<file path="config.mk">
export PLATFORM = sky130hd
export DESIGN_NAME = comp_stream_rx
export DESIGN_NICKNAME = d
export VERILOG_FILES = /design/src/rtl/comp_stream_rx.sv
export SDC_FILE = /design/constraint.sdc
export NUM_CORES = 1
export LEC_CHECK = 0
export BUFFER_PORTS_ARGS = -buffer_cell sky130_fd_sc_hd__buf_4
export CAP_MARGIN = 20
export CORE_ASPECT_RATIO = 1.25
export CORE_MARGIN = 2
export CORE_UTILIZATION = 63
export CTS_BUF_LIST = sky130_fd_sc_hd__clkbuf_4 sky130_fd_sc_hd__clkbuf_8 sky130_fd_sc_hd__clkbuf_16
export CTS_CLUSTER_SIZE = 10
export DETAILED_ROUTE_END_ITERATION = 12
export PLACE_DENSITY_LB_ADDON = 0.3
export SLEW_MARGIN = 10
export SYNTH_ARGS = -nofsm -noshare
export SYNTH_HDL_FRONTEND = slang
export SYNTH_SLANG_ARGS = --single-unit
</file>
<file path="constraint.sdc">
create_clock -name clk -period 3.8 [get_ports clk]
set_input_delay 0.19 -clock clk [delete_from_list [all_inputs] [get_ports clk]]
set_output_delay 0.19 -clock clk [all_outputs]
set_load 0.03 [all_outputs]
</file>
<file path="src/rtl/comp_stream_rx.sv">
// comp_stream_rx: receiver for the multiplexed SAR comparator bitstream.
// It collects NBITS decisions MSB first, tags each word with the channel that
// was selected at conv_start, and queues it in a first-word-fall-through FIFO
// behind a valid/ready handshake.
// Optional build macro COMP_STREAM_RX_CONV_CNT_EN adds the 16-bit conv_cnt
// output, which counts completed conversions (stored or dropped).
module comp_stream_rx #(
    parameter int NBITS      = 12,
    parameter int FIFO_DEPTH = 4,
    parameter int CHW        = 4
) (
    input  logic             clk,
    input  logic             rst_n,
    input  logic             enable,
    input  logic [CHW-1:0]   chan_sel,
    input  logic             conv_start,
    input  logic             bit_valid,
    input  logic             comp_in,
    output logic [NBITS-1:0] out_data,
    output logic [CHW-1:0]   out_chan,
    output logic             out_valid,
    input  logic             out_ready,
    output logic             busy,
    output logic             overflow,
    input  logic             clr_ovf
`ifdef COMP_STREAM_RX_CONV_CNT_EN
    ,
    output logic [15:0]      conv_cnt
`endif
);

    localparam int CNTW = $clog2(NBITS + 1);
    localparam int AW   = $clog2(FIFO_DEPTH);

    typedef enum logic [1:0] {
        IDLE    = 2'd0,
        COLLECT = 2'd1,
        PUSH    = 2'd2
    } state_t;

    typedef struct packed {
        logic [CHW-1:0]   chan;
        logic [NBITS-1:0] data;
    } entry_t;

    state_t           state_q, state_d;
    logic [NBITS-1:0] shreg_q, shreg_d;
    logic [CNTW-1:0]  count_q, count_d;
    logic [CHW-1:0]   chan_q, chan_d;
    logic [AW:0]      wr_ptr_q, wr_ptr_d;
    logic [AW:0]      rd_ptr_q, rd_ptr_d;
    logic             overflow_q, overflow_d;
    entry_t           mem_q [FIFO_DEPTH];
    entry_t           head;

    logic start_req;
    logic last_bit;
    logic push_active;
    logic fifo_empty;
    logic fifo_full;
    logic pop;
    logic do_write;
    logic drop;

    // A new conversion can only begin while the receiver is enabled.
    assign start_req = enable && conv_start;
    assign last_bit  = (count_q == CNTW'(NBITS - 1));

    // FSM state register.
    always_ff @(posedge clk or negedge rst_n) begin
        // NOTE: flops take non-blocking assignments so every register samples
        // the pre-edge value of its neighbours, independent of block order.
        if (!rst_n) state_q <= IDLE;
        else        state_q <= state_d;
    end

    // FSM next-state: restart on conv_start, leave COLLECT after the last bit,
    // PUSH lasts one cycle, and a low enable aborts to IDLE.
    always_comb begin
        // NOTE: the default assignment up front keeps every path assigned, so
        // no latch is inferred when a branch below does not mention state_d.
        state_d = state_q;
        case (state_q)
            IDLE: begin
                if (start_req) state_d = COLLECT;
            end
            COLLECT: begin
                if (!enable)                   state_d = IDLE;
                else if (conv_start)           state_d = COLLECT;
                else if (bit_valid && last_bit) state_d = PUSH;
            end
            PUSH: begin
                state_d = start_req ? COLLECT : IDLE;
            end
            default: state_d = IDLE;
        endcase
    end

    // FSM outputs: busy while a word is in flight, push only if still enabled.
    always_comb begin
        busy        = (state_q != IDLE);
        push_active = (state_q == PUSH) && enable;
    end

    // Word assembly: conv_start always wins over a same-cycle bit, which is
    // therefore discarded; bits shift in MSB first.
    always_comb begin
        shreg_d = shreg_q;
        count_d = count_q;
        chan_d  = chan_q;
        if (start_req) begin
            shreg_d = '0;
            count_d = '0;
            chan_d  = chan_sel;
        end else if ((state_q == COLLECT) && enable && bit_valid) begin
            shreg_d = {shreg_q[NBITS-2:0], comp_in};
            count_d = count_q + CNTW'(1);
        end
    end

    // FIFO status; the extra pointer bit separates full from empty.
    always_comb begin
        fifo_empty = (wr_ptr_q == rd_ptr_q);
        fifo_full  = (wr_ptr_q[AW] != rd_ptr_q[AW]) &&
                     (wr_ptr_q[AW-1:0] == rd_ptr_q[AW-1:0]);
        pop        = !fifo_empty && out_ready;
        do_write   = push_active && (!fifo_full || pop);
        drop       = push_active && fifo_full && !pop;
    end

    // Pointer advance and sticky overflow; a drop beats a same-cycle clear.
    always_comb begin
        wr_ptr_d   = wr_ptr_q + {{AW{1'b0}}, do_write};
        rd_ptr_d   = rd_ptr_q + {{AW{1'b0}}, pop};
        overflow_d = overflow_q;
        if (clr_ovf) overflow_d = 1'b0;
        if (drop)    overflow_d = 1'b1;
    end

    // Control and datapath registers.
    always_ff @(posedge clk or negedge rst_n) begin
        if (!rst_n) begin
            shreg_q    <= '0;
            count_q    <= '0;
            chan_q     <= '0;
            wr_ptr_q   <= '0;
            rd_ptr_q   <= '0;
            overflow_q <= 1'b0;
        end else begin
            shreg_q    <= shreg_d;
            count_q    <= count_d;
            chan_q     <= chan_d;
            wr_ptr_q   <= wr_ptr_d;
            rd_ptr_q   <= rd_ptr_d;
            overflow_q <= overflow_d;
        end
    end

    // FIFO storage written during PUSH.
    always_ff @(posedge clk) begin
        // NOTE: the storage array has no reset; the pointers define which
        // entries are meaningful, and the output is masked while empty.
        if (do_write) mem_q[wr_ptr_q[AW-1:0]] <= entry_t'({chan_q, shreg_q});
    end

    // Head of FIFO, forced to zero while empty.
    always_comb begin
        head      = mem_q[rd_ptr_q[AW-1:0]];
        out_valid = !fifo_empty;
        out_data  = fifo_empty ? '0 : head.data;
        out_chan  = fifo_empty ? '0 : head.chan;
        overflow  = overflow_q;
    end

`ifdef COMP_STREAM_RX_CONV_CNT_EN
    logic [15:0] conv_cnt_q, conv_cnt_d;

    // Completed-conversion counter; wraps naturally at 16 bits.
    always_comb begin
        conv_cnt_d = conv_cnt_q + {15'd0, push_active};
    end

    // Completed-conversion counter register.
    always_ff @(posedge clk or negedge rst_n) begin
        if (!rst_n) conv_cnt_q <= '0;
        else        conv_cnt_q <= conv_cnt_d;
    end

    assign conv_cnt = conv_cnt_q;
`endif

endmodule

</file>
==> results of run 1 <==
through the flow:
| stage | instance area (µm²) | power [mW] |
|---|---|---|
| global route | 4300 | 2.66 |
| finish | 4300 | 2.55 |
| floorplan | 3770 | 1.71 |
| detailed placement | 4070 | 1.88 |
| global placement | 4070 | 1.88 |
| CTS | 4300 | 2.58 |
power by group:
group	switching, mW	internal [mW]	total (mW)
logic	0.370	0.313	0.682
registers	0.0640	1.11	1.17
clock network	0.321	0.377	0.698
total	0.755	1.80	2.55
path summary, 6_finish.rpt:
check / endpoint / slack (ns) / cells past startpoint
setup reg to reg: wr_ptr_q[2] / 1.40 / 6
setup / recovery: wr_ptr_q[2] / 1.40 / 6
hold reg to reg: state_q[1] / 0.52 / 1
hold / removal: chan_q[2] / 0.02 / 3
max in group asynchronous: shreg_q[11] / 3.23 / 2
min in group asynchronous: state_q[1] / 0.30 / 2
cells by family after synthesis:
group	count (synthesis)	share of synthesized area
AO/OA/AOI/OAI	21	0.0355
XOR/XNOR	6	0.0229
adder cells (fa/ha/maj)	5	0.0166
buffers and inverters	15	0.0239
flip-flops	93	0.702
multiplexers	16	0.0955
AND/OR/NAND/NOR	75	0.104
per-layer routing:
metal | vias to the layer above | GRT usage | routed length [µm] | part of all wire
li1 | 921 | - | - | -
met1 | 967 | 0.282 | 2580 | 0.42
met2 | 55 | 0.339 | 3170 | 0.52
met3 | 5 | 0.0502 | 276 | 0.045
met4 | 0 | 0.0833 | 54 | 0.0089
met5 | - | 0 | 0 | 0
flip-flops by register name, summed over array words and instances, names as in the netlist:
| name | flops |
|---|---|
| mem_q | 64 |
| shreg_q | 12 |
| chan_q | 4 |
| count_q | 4 |
| rd_ptr_q | 3 |
| wr_ptr_q | 3 |
| state_q | 2 |
| overflow | 1 |
worst max-delay path, delay by kind of cell (launching register included):
kind	cells	cell delay (ns)
AO/OA/AOI/OAI	1	0.54
XOR/XNOR	2	0.34
adder cells (fa/ha/maj)	2	0.38
buffers and inverters	1	0.11
flip-flops	1	0.92
area by class of cell:
cell class / count / area, µm² / area share
repair buffers: 37 / 280 / 0.0652
multi-input cells: 123 / 1050 / 0.244
flip-flops and latches: 93 / 2650 / 0.616
well taps: 66 / 82.6 / 0.0192
inverters: 5 / 18.8 / 0.00437
clock inverters: 6 / 85.1 / 0.0198
clock buffers: 10 / 131 / 0.0306
cell usage in the layout, fill, tap and decap left out, types with 2 or more instances in the layout:
cell type and count:
edfxtp_1 64, nand2_1 41, buf_4 36, dfrtp_1 29
nor2b_1 17, mux4_2 16, a21oi_1 16, clkbuf_8 9
inv_1 5, ha_1 5, xor2_1 2, nor2_1 2
nor3b_2 2, o21ai_0 2, or3_1 2, nor4_1 2
bufinv_16 2, inv_4 2
timing repair:
| item | 4_1_cts | 5_1_grt |
|---|---|---|
| hold buffers | 1 | 0 |
| hold endpoints to repair | 29 | 0 |
| setup endpoints to repair | 0 | 0 |
==> metrics.yaml, run 1 <==
status: "complete, no violations"
min-delay-path-class: "input pin to flop"
syn_area_mm2: 0.00377
holdWs_ns: 0.0241
grt_max_degree: 30
synth-edff-count: 64
crit_path_start_kind: "flop"
synth_flop_cell: "edfxtp_1"
antenna_found_initial: 0
finish.utilization: 0.743
cts_resized: 0
worstPathRequired_ns: 4.03
critPathMaxFanout: 18
cts_tree: "yes"
numPlacedInstances: 323
slew_viol_final: 0
wl_per_cell_um: 17.9
drc: 0
leakage_nw: 1.72
antenna_cells: 0
fill_cells: 340
routabilityCongestion: 0.708
cpPeakStageDelay_ns: 0.92
cts_buffer_depth: 2
ys_seq_area_frac: 0.702
crit_path_frequent_cell: "ha_1"
htree_levels: 3
overflow: 0
worstMarginPinSlew_ns: 0.873
yosysMostFrequentCell: "edfxtp_1"
arrival_ns: 2.63
ios: 31
synth_common_cells: "edfxtp_1 (64), nand2_1 (41), dfrtp_1 (29)"
fin_nets: 286
yosys-top-cells-area: "edfxtp_1 (51%), dfrtp_1 (19%), mux4_2 (9.6%)"
ys_async_sr_fraction: 0.312
die_area_mm2: 0.00663
reg2reg_from: "rd_ptr_q[1]"
ir_worst_vdd_uv: 349
fp.dieW_um: 73.2
yosys.area.top_type: "edfxtp_1"
cp_slowest_cell: "dfrtp_1"
grt_setup_unrepaired: "false"
worst-setup-path-type: "flop to flop"
placementRows: 31
cts_buffers: 9
cts_setup_buffers: 0
viasPerCell: 5.73
cap_violations: 0
clk_pin_slew_ns: 0.09
hold_viol: 0
path_cells: "xor2_4 > o41ai_4 > inv_1 > ha_1 > ha_1 > xor2_1"
finalSetupTns_ns: 0
dpl_worst_slack_ns: 1.40
yosysTopAreaCellShare: 0.509
fmax_mhz: 417
cts_root_buffer: "clkbuf_8"
areaGrowthSynthToFinish_pct: 13.9
syn_area_per_cell_um2: 16.3
grt_pass1_wl_um: 10100
synth_cells: 231
synth_seq_cells: 93
io_buffer_count: 30
setup_viol: 0
ys_types: 33
wl_um: 6070
period_needed_ns: 2.40
gr-usage-all-layers: 0.212
antenna_left: 0
dp_hpwl_um: 3980
synthesis.nets: 248
dr.pass1.iters: 6
core_region_area_mm2: 0.00578
drive_gt1_frac: 0.285
clkSinkCount: 93
critPathLaunch: "rd_ptr_q[1]"
maxSlewHeadroom: 0.418
die_y_um: 90.5
final.setup.worst_slack_ns: 1.40
yosysWarningCount: 0
clk_latency_ns: 0.35
finClkSkew_ns: 0.0108
vias: 1948
powerDensity_mw_per_mm2: 594
min-delay-start: "chan_sel[2]"
grt_pass1_vias: 2030
stdcell_count: 340
critical_path.endpoint_type: "flop"
fin_crit_sh: 0.631
drtIter0Drc: 103
start_util: 0.653
No activity file was read; power rests on OpenSTA's default activity.
==> run 2, diff against run 1 <==
--- a/config.mk
+++ b/config.mk
@@ -5,11 +5,12 @@
 export SDC_FILE = /design/constraint.sdc
 export NUM_CORES = 1
 export LEC_CHECK = 0
+export ABC_AREA = 1
 export BUFFER_PORTS_ARGS = -buffer_cell sky130_fd_sc_hd__buf_4
 export CAP_MARGIN = 20
 export CORE_ASPECT_RATIO = 1.25
 export CORE_MARGIN = 2
-export CORE_UTILIZATION = 63
+export CORE_UTILIZATION = 59
 export CTS_BUF_LIST = sky130_fd_sc_hd__clkbuf_4 sky130_fd_sc_hd__clkbuf_8 sky130_fd_sc_hd__clkbuf_16
 export CTS_CLUSTER_SIZE = 10
 export DETAILED_ROUTE_END_ITERATION = 12
==> constraint.sdc (replaced) <==
create_clock -name clk -period 2.3 [get_ports clk]
set_input_delay 0.115 -clock clk [delete_from_list [all_inputs] [get_ports clk]]
set_output_delay 0.115 -clock clk [all_outputs]
set_load 0.03 [all_outputs]
==> metrics.yaml, run 2 <==
ys_seq_area_frac: 0.672  # was 0.702
fin_crit_sh: 0.848
seqCellArea_mm2: 0.00265  # unchanged
drive_gt1_frac: 0.162  # was 0.285
final_common_cell: "nand2_1"  # was edfxtp_1
gr-usage-all-layers: 0.222  # was 0.212
fill_cells: 507  # was 340
synth_common_cells: "nand2_1 (79), nor2_1 (71), edfxtp_1 (64)"  # was edfxtp_1 (64), nand2_1 (41), dfrtp_1 (29)
status: "complete, no violations"  # unchanged
grt_pass1_vias: 2603  # was 2030
leakage_nw: 2.07  # was 1.72 nW
ir_worst_vdd_uv: 542  # was 349 µV
synth-edff-count: 64  # unchanged
synthAdderAreaFrac: 0.0159  # was 0.0166
cp.depth: 8  # was 6
maxSlewHeadroom: 0.656  # was 0.418
yosysTopAreaCellShare: 0.488  # was 0.509
path_cells: "buf_4 > nor2_1 > nor2_1 > o21ai_0 > nand2_1 > nand2_1 > inv_1 > buf_4"  # was xor2_4 > o41ai_4 > inv_1 > ha_1 > ha_1 > xor2_1
cts_buffer_depth: 2  # unchanged
wl_per_cell_um: 14.8  # was 17.9 µm
yosys.area.top_type: "edfxtp_1"  # unchanged
critPathMaxFanout: 32  # was 18
ys_types: 24  # was 33
fp.dieW_um: 77.1  # was 73.2 µm
multi_input_area_mm2: 0.00107  # was 0.00105 mm²
synth_top_family_by_area: "simple AND/OR/NAND/NOR gates"  # unchanged
crit_path_start_kind: "flop"  # unchanged
largest_register_ffs: 64  # unchanged
fin_nets: 432  # was 286
die_y_um: 95.4  # was 90.5 µm
grt_pass1_wl_um: 12300  # was 10100 µm
viasPerCell: 5.23  # was 5.73
cts_root_buffer: "clkbuf_8"  # unchanged
cp_num_buf_inv: 3  # was 1
io_buffer_count: 30  # unchanged
critical_path.top_delay_family: "buffers and inverters"  # was flip-flops
ios: 31  # unchanged
finClkSkew_ns: 0.0169  # was 0.0108 ns
core_region_area_mm2: 0.00652  # was 0.00578 mm²
cpPeakStageDelay_ns: 0.42  # was 0.92 ns
synth-xor-area-share: 0.00445  # was 0.0229
synth_cells: 375  # was 231
fmax_mhz: 513
cts_tree: "yes"  # unchanged
powerDensity_mw_per_mm2: 678  # was 594 mW/mm²
worstPathRequired_ns: 2.18  # was 4.03 ns
hold_viol: 0  # unchanged
dr.pass1.iters: 4  # was 6
drc: 0  # unchanged
drtIter0Drc: 230  # was 103
yosysMostFrequentCell: "nand2_1"  # was edfxtp_1
finalSetupTns_ns: 0  # unchanged
start_util: 0.604  # was 0.653
grt_setup_unrepaired: "false"  # unchanged
clk_latency_ns: 0.35  # about the same
placementRows: 33  # was 31
hold_path_depth: 3  # unchanged
arrival_ns: 1.83  # was 2.63 ns
cap_violations: 0  # unchanged
critical_path.endpoint_type: "primary output"  # was flop
synthesis.nets: 392  # was 248
worstMarginPinSlew_ns: 0.514  # was 0.873 ns
antenna_cells: 0  # unchanged
htree_levels: 3  # unchanged
cts_setup_buffers: 0  # unchanged
die_area_mm2: 0.00735  # was 0.00663 mm²
slew_viol_final: 0  # unchanged
cts_buffers: 9  # unchanged
ys_async_sr_fraction: 0.312  # unchanged
synth_simple_gate_area_frac: 0.186  # was 0.104
min-delay-path-class: "input pin to flop"  # unchanged
grt_max_degree: 33  # was 30
yosys-top-cells-area: "edfxtp_1 (49%), dfrtp_1 (18%), nand2_1 (7.5%)"  # was edfxtp_1 (51%), dfrtp_1 (19%), mux4_2 (9.6%)
dp_hpwl_um: 5050  # was 3980 µm
antenna_found_initial: 0  # unchanged
synth_flop_cell: "edfxtp_1"  # unchanged
total_power_mw: 3.04  # was 2.55 mW
syn_area_per_cell_um2: 10.5  # was 16.3 µm²
areaGrowthSynthToFinish_pct: 14.1  # was 13.9%
antenna_left: 0  # unchanged
wl_um: 7510  # was 6070 µm
mostFrequentLayoutCells: "nand2_1 (79), nor2_1 (71), edfxtp_1 (64), o21ai_0 (41), buf_4 (39)"  # was edfxtp_1 (64), nand2_1 (41), buf_4 (36), dfrtp_1 (29), nor2b_1 (17)
clkSinkCount: 93  # unchanged
vias: 2652  # was 1948
syn_area_mm2: 0.00394  # was 0.00377 mm²
synth_compound_area_frac: 0.0654  # was 0.0355
clk_pin_slew_ns: 0.08  # was 0.09 ns
reg2reg_depth: 10  # was 6
synth_seq_cells: 93  # unchanged
routabilityCongestion: 0.777  # was 0.708
yosysWarningCount: 0  # unchanged
period_needed_ns: 1.95
synth_mux_area_frac: 0  # was 0.0955
overflow: 0  # unchanged
cp_slowest_cell: "dfrtp_1"  # unchanged
worst-setup-path-type: "flop to primary output"  # was flop to flop
setup_viol: 0  # unchanged
==> run 2: stage by stage <==
stage	setup slack [ns]	util	cell area (µm²)	hold WS [ns]	std cells
final	0.350	0.689	4490	0.0345	507
after CTS	0.351	0.689	4490	0.0271	507
after detailed placement	0.459	0.650	4240	0.0540	484
after global routing	0.186	0.689	4490	0.0242	507
after global placement	0.508	0.650	4240	0.0556	484
after floorplan	0.286	-	3940	-0.181	375
==> run 2: cell type report <==
| type | instances | share of cell area |
|---|---|---|
| well taps | 87 | 0.0242 |
| clock inverters | 5 | 0.00807 |
| inverters | 32 | 0.0273 |
| flip-flops and latches | 93 | 0.589 |
| clock buffers | 11 | 0.0323 |
| repair buffers | 46 | 0.0807 |
| multi-input cells | 233 | 0.238 |
==> run 2: where the power goes <==
group	internal, mW	total, mW	switching [mW]
Combinational	0.0831	0.236	0.153
Sequential	1.80	1.83	0.0274
Clock	0.437	0.981	0.544
==> run 2: cells by family (layout without fill, tap and decap cells) <==
group / after synthesis / in the layout
AOI/OAI and AO/OA: 47 / 47
xor gates and xnor gates: 2 / 2
adders and majority gates: 5 / 5
buffers and inverters: 49 / 94
DFF: 93 / 93
and+or+nand+nor: 179 / 179
==> run 2: path summary, 6_finish.rpt <==
path                       slack (ns)         from           to
min                              0.03      comp_in   shreg_q[0]
max reg2reg                      0.44  rd_ptr_q[1]  wr_ptr_q[2]
min in group asynchronous        0.22        rst_n   count_q[1]
min reg2reg                      0.49     overflow     overflow
max in group asynchronous        1.80        rst_n   state_q[0]
max                              0.35  rd_ptr_q[0]  out_data[7]
==> run 2: worst register-to-register path: cells and delay by family (launching register included) <==
family | cells | cell delay [ns]
AND/OR/NAND/NOR | 5 | 0.52
flip-flops | 1 | 0.43
adder cells (fa/ha/maj) | 2 | 0.38
buffers and inverters | 2 | 0.28
XOR/XNOR | 1 | 0.14
==> run 2: layer usage <==
metal | track usage | vias to the layer above | routed length (µm)
li1 | - | 1315 | -
met1 | 0.287 | 1225 | 3160
met2 | 0.374 | 97 | 3770
met3 | 0.0388 | 15 | 422
met4 | 0.101 | 0 | 167
met5 | 0 | - | 0
==> run 2: timing repair <==
action                    4_1_cts  5_1_grt
resized for setup               0        0
hold endpoints to repair       35        0
hold buffers                    7        0
==> run 3, diff against run 2 <==
--- a/config.mk
+++ b/config.mk
@@ -5,12 +5,12 @@
 export SDC_FILE = /design/constraint.sdc
 export NUM_CORES = 1
 export LEC_CHECK = 0
-export ABC_AREA = 1
+export ABC_AREA = 0
 export BUFFER_PORTS_ARGS = -buffer_cell sky130_fd_sc_hd__buf_4
 export CAP_MARGIN = 20
 export CORE_ASPECT_RATIO = 1.25
 export CORE_MARGIN = 2
-export CORE_UTILIZATION = 59
+export CORE_UTILIZATION = 53
 export CTS_BUF_LIST = sky130_fd_sc_hd__clkbuf_4 sky130_fd_sc_hd__clkbuf_8 sky130_fd_sc_hd__clkbuf_16
 export CTS_CLUSTER_SIZE = 10
 export DETAILED_ROUTE_END_ITERATION = 12
==> constraint.sdc (replaced) <==
create_clock -name clk -period 1.67 [get_ports clk]
set_input_delay 0.0835 -clock clk [delete_from_list [all_inputs] [get_ports clk]]
set_output_delay 0.0835 -clock clk [all_outputs]
set_load 0.03 [all_outputs]
==> metrics.yaml, run 3 (synthesized netlist as in run 1, its figures left out) <==
status: "finished with violations"  # was complete, no violations
violations: "setup timing"
cts_buffer_depth: 2  # unchanged
final.setup.worst_slack_ns: -0.277  # was 0.350 ns
final_common_cell: "edfxtp_1"  # was nand2_1
critical_path.endpoint_type: "flop"  # was primary output
viasPerCell: 5.25  # was 5.23
ir_worst_vdd_uv: 717  # was 542 µV
largest_register_ffs: 64  # unchanged
leakage_nw: 1.86  # was 2.07 nW
reg2reg_depth: 8  # was 10
setup_viol: 85  # was 0
slew_viol_final: 0  # unchanged
finish.utilization: 0.682  # was 0.689
finClkSkew_ns: 0.0101  # was 0.0169 ns
die_y_um: 98.3  # was 95.4 µm
switchingPower_mw: 1.83  # was 0.724 mW
min-delay-start: "clr_ovf"  # was comp_in
p_int_mw: 4.02  # was 2.32 mW
arrival_ns: 2.01  # was 1.83 ns
holdWs_ns: 0.0299  # was 0.0345 ns
htree_levels: 3  # unchanged
io_buffer_count: 30  # unchanged
total_power_mw: 5.85  # was 3.04 mW
hold_viol: 0  # unchanged
fmax_mhz: 514
clk_pin_slew_ns: 0.09  # was 0.08 ns
ios: 31  # unchanged
grt_pass1_wl_um: 10200  # was 12300 µm
min-delay-path-class: "input pin to flop"  # unchanged
grt_setup_unrepaired: "true"  # was false
crit_path_start_kind: "flop"  # unchanged
clk_latency_ns: 0.36  # was 0.35 ns
clkSinkCount: 93  # unchanged
hold_path_depth: 3  # unchanged
gr-usage-all-layers: 0.176  # was 0.222
antenna_left: 0  # unchanged
worst-setup-path-type: "flop to flop"  # was flop to primary output
powerDensity_mw_per_mm2: 1240  # was 678 mW/mm²
dr.pass1.iters: 6  # was 4
wl_per_cell_um: 16.3  # was 14.8 µm
die_area_mm2: 0.00781  # was 0.00735 mm²
cts_tree: "yes"  # unchanged
start_util: 0.544  # was 0.604
grt_max_degree: 30  # was 33
fp.dieW_um: 79.5  # was 77.1 µm
maxSlewHeadroom: 0.551  # was 0.656
reg2reg_from: "rd_ptr_q[0]"  # was rd_ptr_q[1]
pwr-share-clk: 0.230  # was 0.322
cts_buffers: 9  # unchanged
mostFrequentLayoutCells: "edfxtp_1 (64), buf_4 (47), nand2_1 (41), dfrtp_1 (25)"  # was nand2_1 (79), nor2_1 (71), edfxtp_1 (64), o21ai_0 (41), buf_4 (39)
drc: 0  # unchanged
cap_violations: 0  # unchanged
worstMarginPinSlew_ns: 0.673  # was 0.514 ns
fin_nets: 317  # was 432
wl_um: 6430  # was 7510 µm
period_needed_ns: 1.95
critPathMaxFanout: 16  # was 32
drive_gt1_frac: 0.370  # was 0.162
critPathLaunch: "rd_ptr_q[0]"  # unchanged
antenna_found_initial: 0  # unchanged
vias: 2072  # was 2652
areaGrowthSynthToFinish_pct: 25.3  # was 14.1%
power_frac_comb: 0.323  # was 0.077
power_frac_seq: 0.446  # was 0.600
grt_pass1_vias: 2045  # was 2603
routabilityCongestion: 0.725  # was 0.777
cts_root_buffer: "clkbuf_8"  # unchanged
worstPathRequired_ns: 1.74  # was 2.18 ns
drtIter0Drc: 144  # was 230
antenna_cells: 0  # unchanged
fin_crit_sh: 1.17
placementRows: 34  # was 33
overflow: 0  # unchanged
p_sw_frac: 0.313  # was 0.238
core_region_area_mm2: 0.00693  # was 0.00652 mm²
-- run 3: worst paths after layout --
path | to | slack (ns)
hold reg to reg | mem_q[3][13] | 0.53
setup reg to reg | mem_q[2][0] | -0.28
max in group asynchronous | wr_ptr_q[1] | 1.21
hold / removal | overflow | 0.03
min in group asynchronous | rd_ptr_q[2] | 0.17
setup / recovery | mem_q[2][0] | -0.28
-- run 3: cell type report --
class,count,area (µm²)
Clock buffer,10,131
Sequential cell,93,2650
Fill cell,452,2210
Clock inverter,6,47.5
Multi-Input combinational cell,123,1120
Timing Repair Buffer,68,638
Inverter,5,18.8
Tap cell,90,113
-- run 3: routing by layer --
metal  up-vias  part of all wire  wire (µm)  global-route usage
met2        45              0.53       3410               0.281
met5         -                 0          0                   0
met3         8             0.038        242              0.0444
met1      1034              0.41       2670               0.233
met4         0             0.018        118              0.0703
li1        985                 -          -                   -
-- run 3: power by group through the flow --
| stage | registers, mW | clock network (mW) | logic (mW) |
|---|---|---|---|
| after floorplan | 2.62 | 0 | 1.29 |
| after global placement | 2.65 | 0 | 1.75 |
| after detailed placement | 2.65 | 0 | 1.76 |
| after CTS | 2.61 | 1.37 | 1.88 |
| after global routing | 2.62 | 1.46 | 2.03 |
| final | 2.61 | 1.35 | 1.89 |
-- run 3: repair_timing --
item / CTS / global route
gates cloned: 1 / 1
resized for setup: 13 / 8
hold buffers: 7 / 0
endpoints found under the hold margin: 35 / 0
endpoints found under the setup margin: 86 / 86
setup buffers: 7 / 5
pin swaps: 2 / 1
-- run 3: worst max-delay path, cell delays in order (launching register included) --
cell	delay [ns]
dfrtp_2	0.47
xor2_4	0.19
buf_6	0.12
o41ai_4	0.07
buf_4	0.15
buf_6	0.11
buf_12	0.12
nor3b_4	0.22
buf_12	0.19
-- run 3: through the flow --
step                setup TNS, ns  instances  instance area (µm²)  worst slack [ns]
floorplan                  -13.22        231                 3830            -0.311
global route               -22.14        395                 4730            -0.347
finish                     -17.03        395                 4730            -0.277
global placement            -3.38        361                 4290            -0.165
CTS                        -16.81        391                 4660            -0.291
detailed placement          -4.55        361                 4290            -0.185
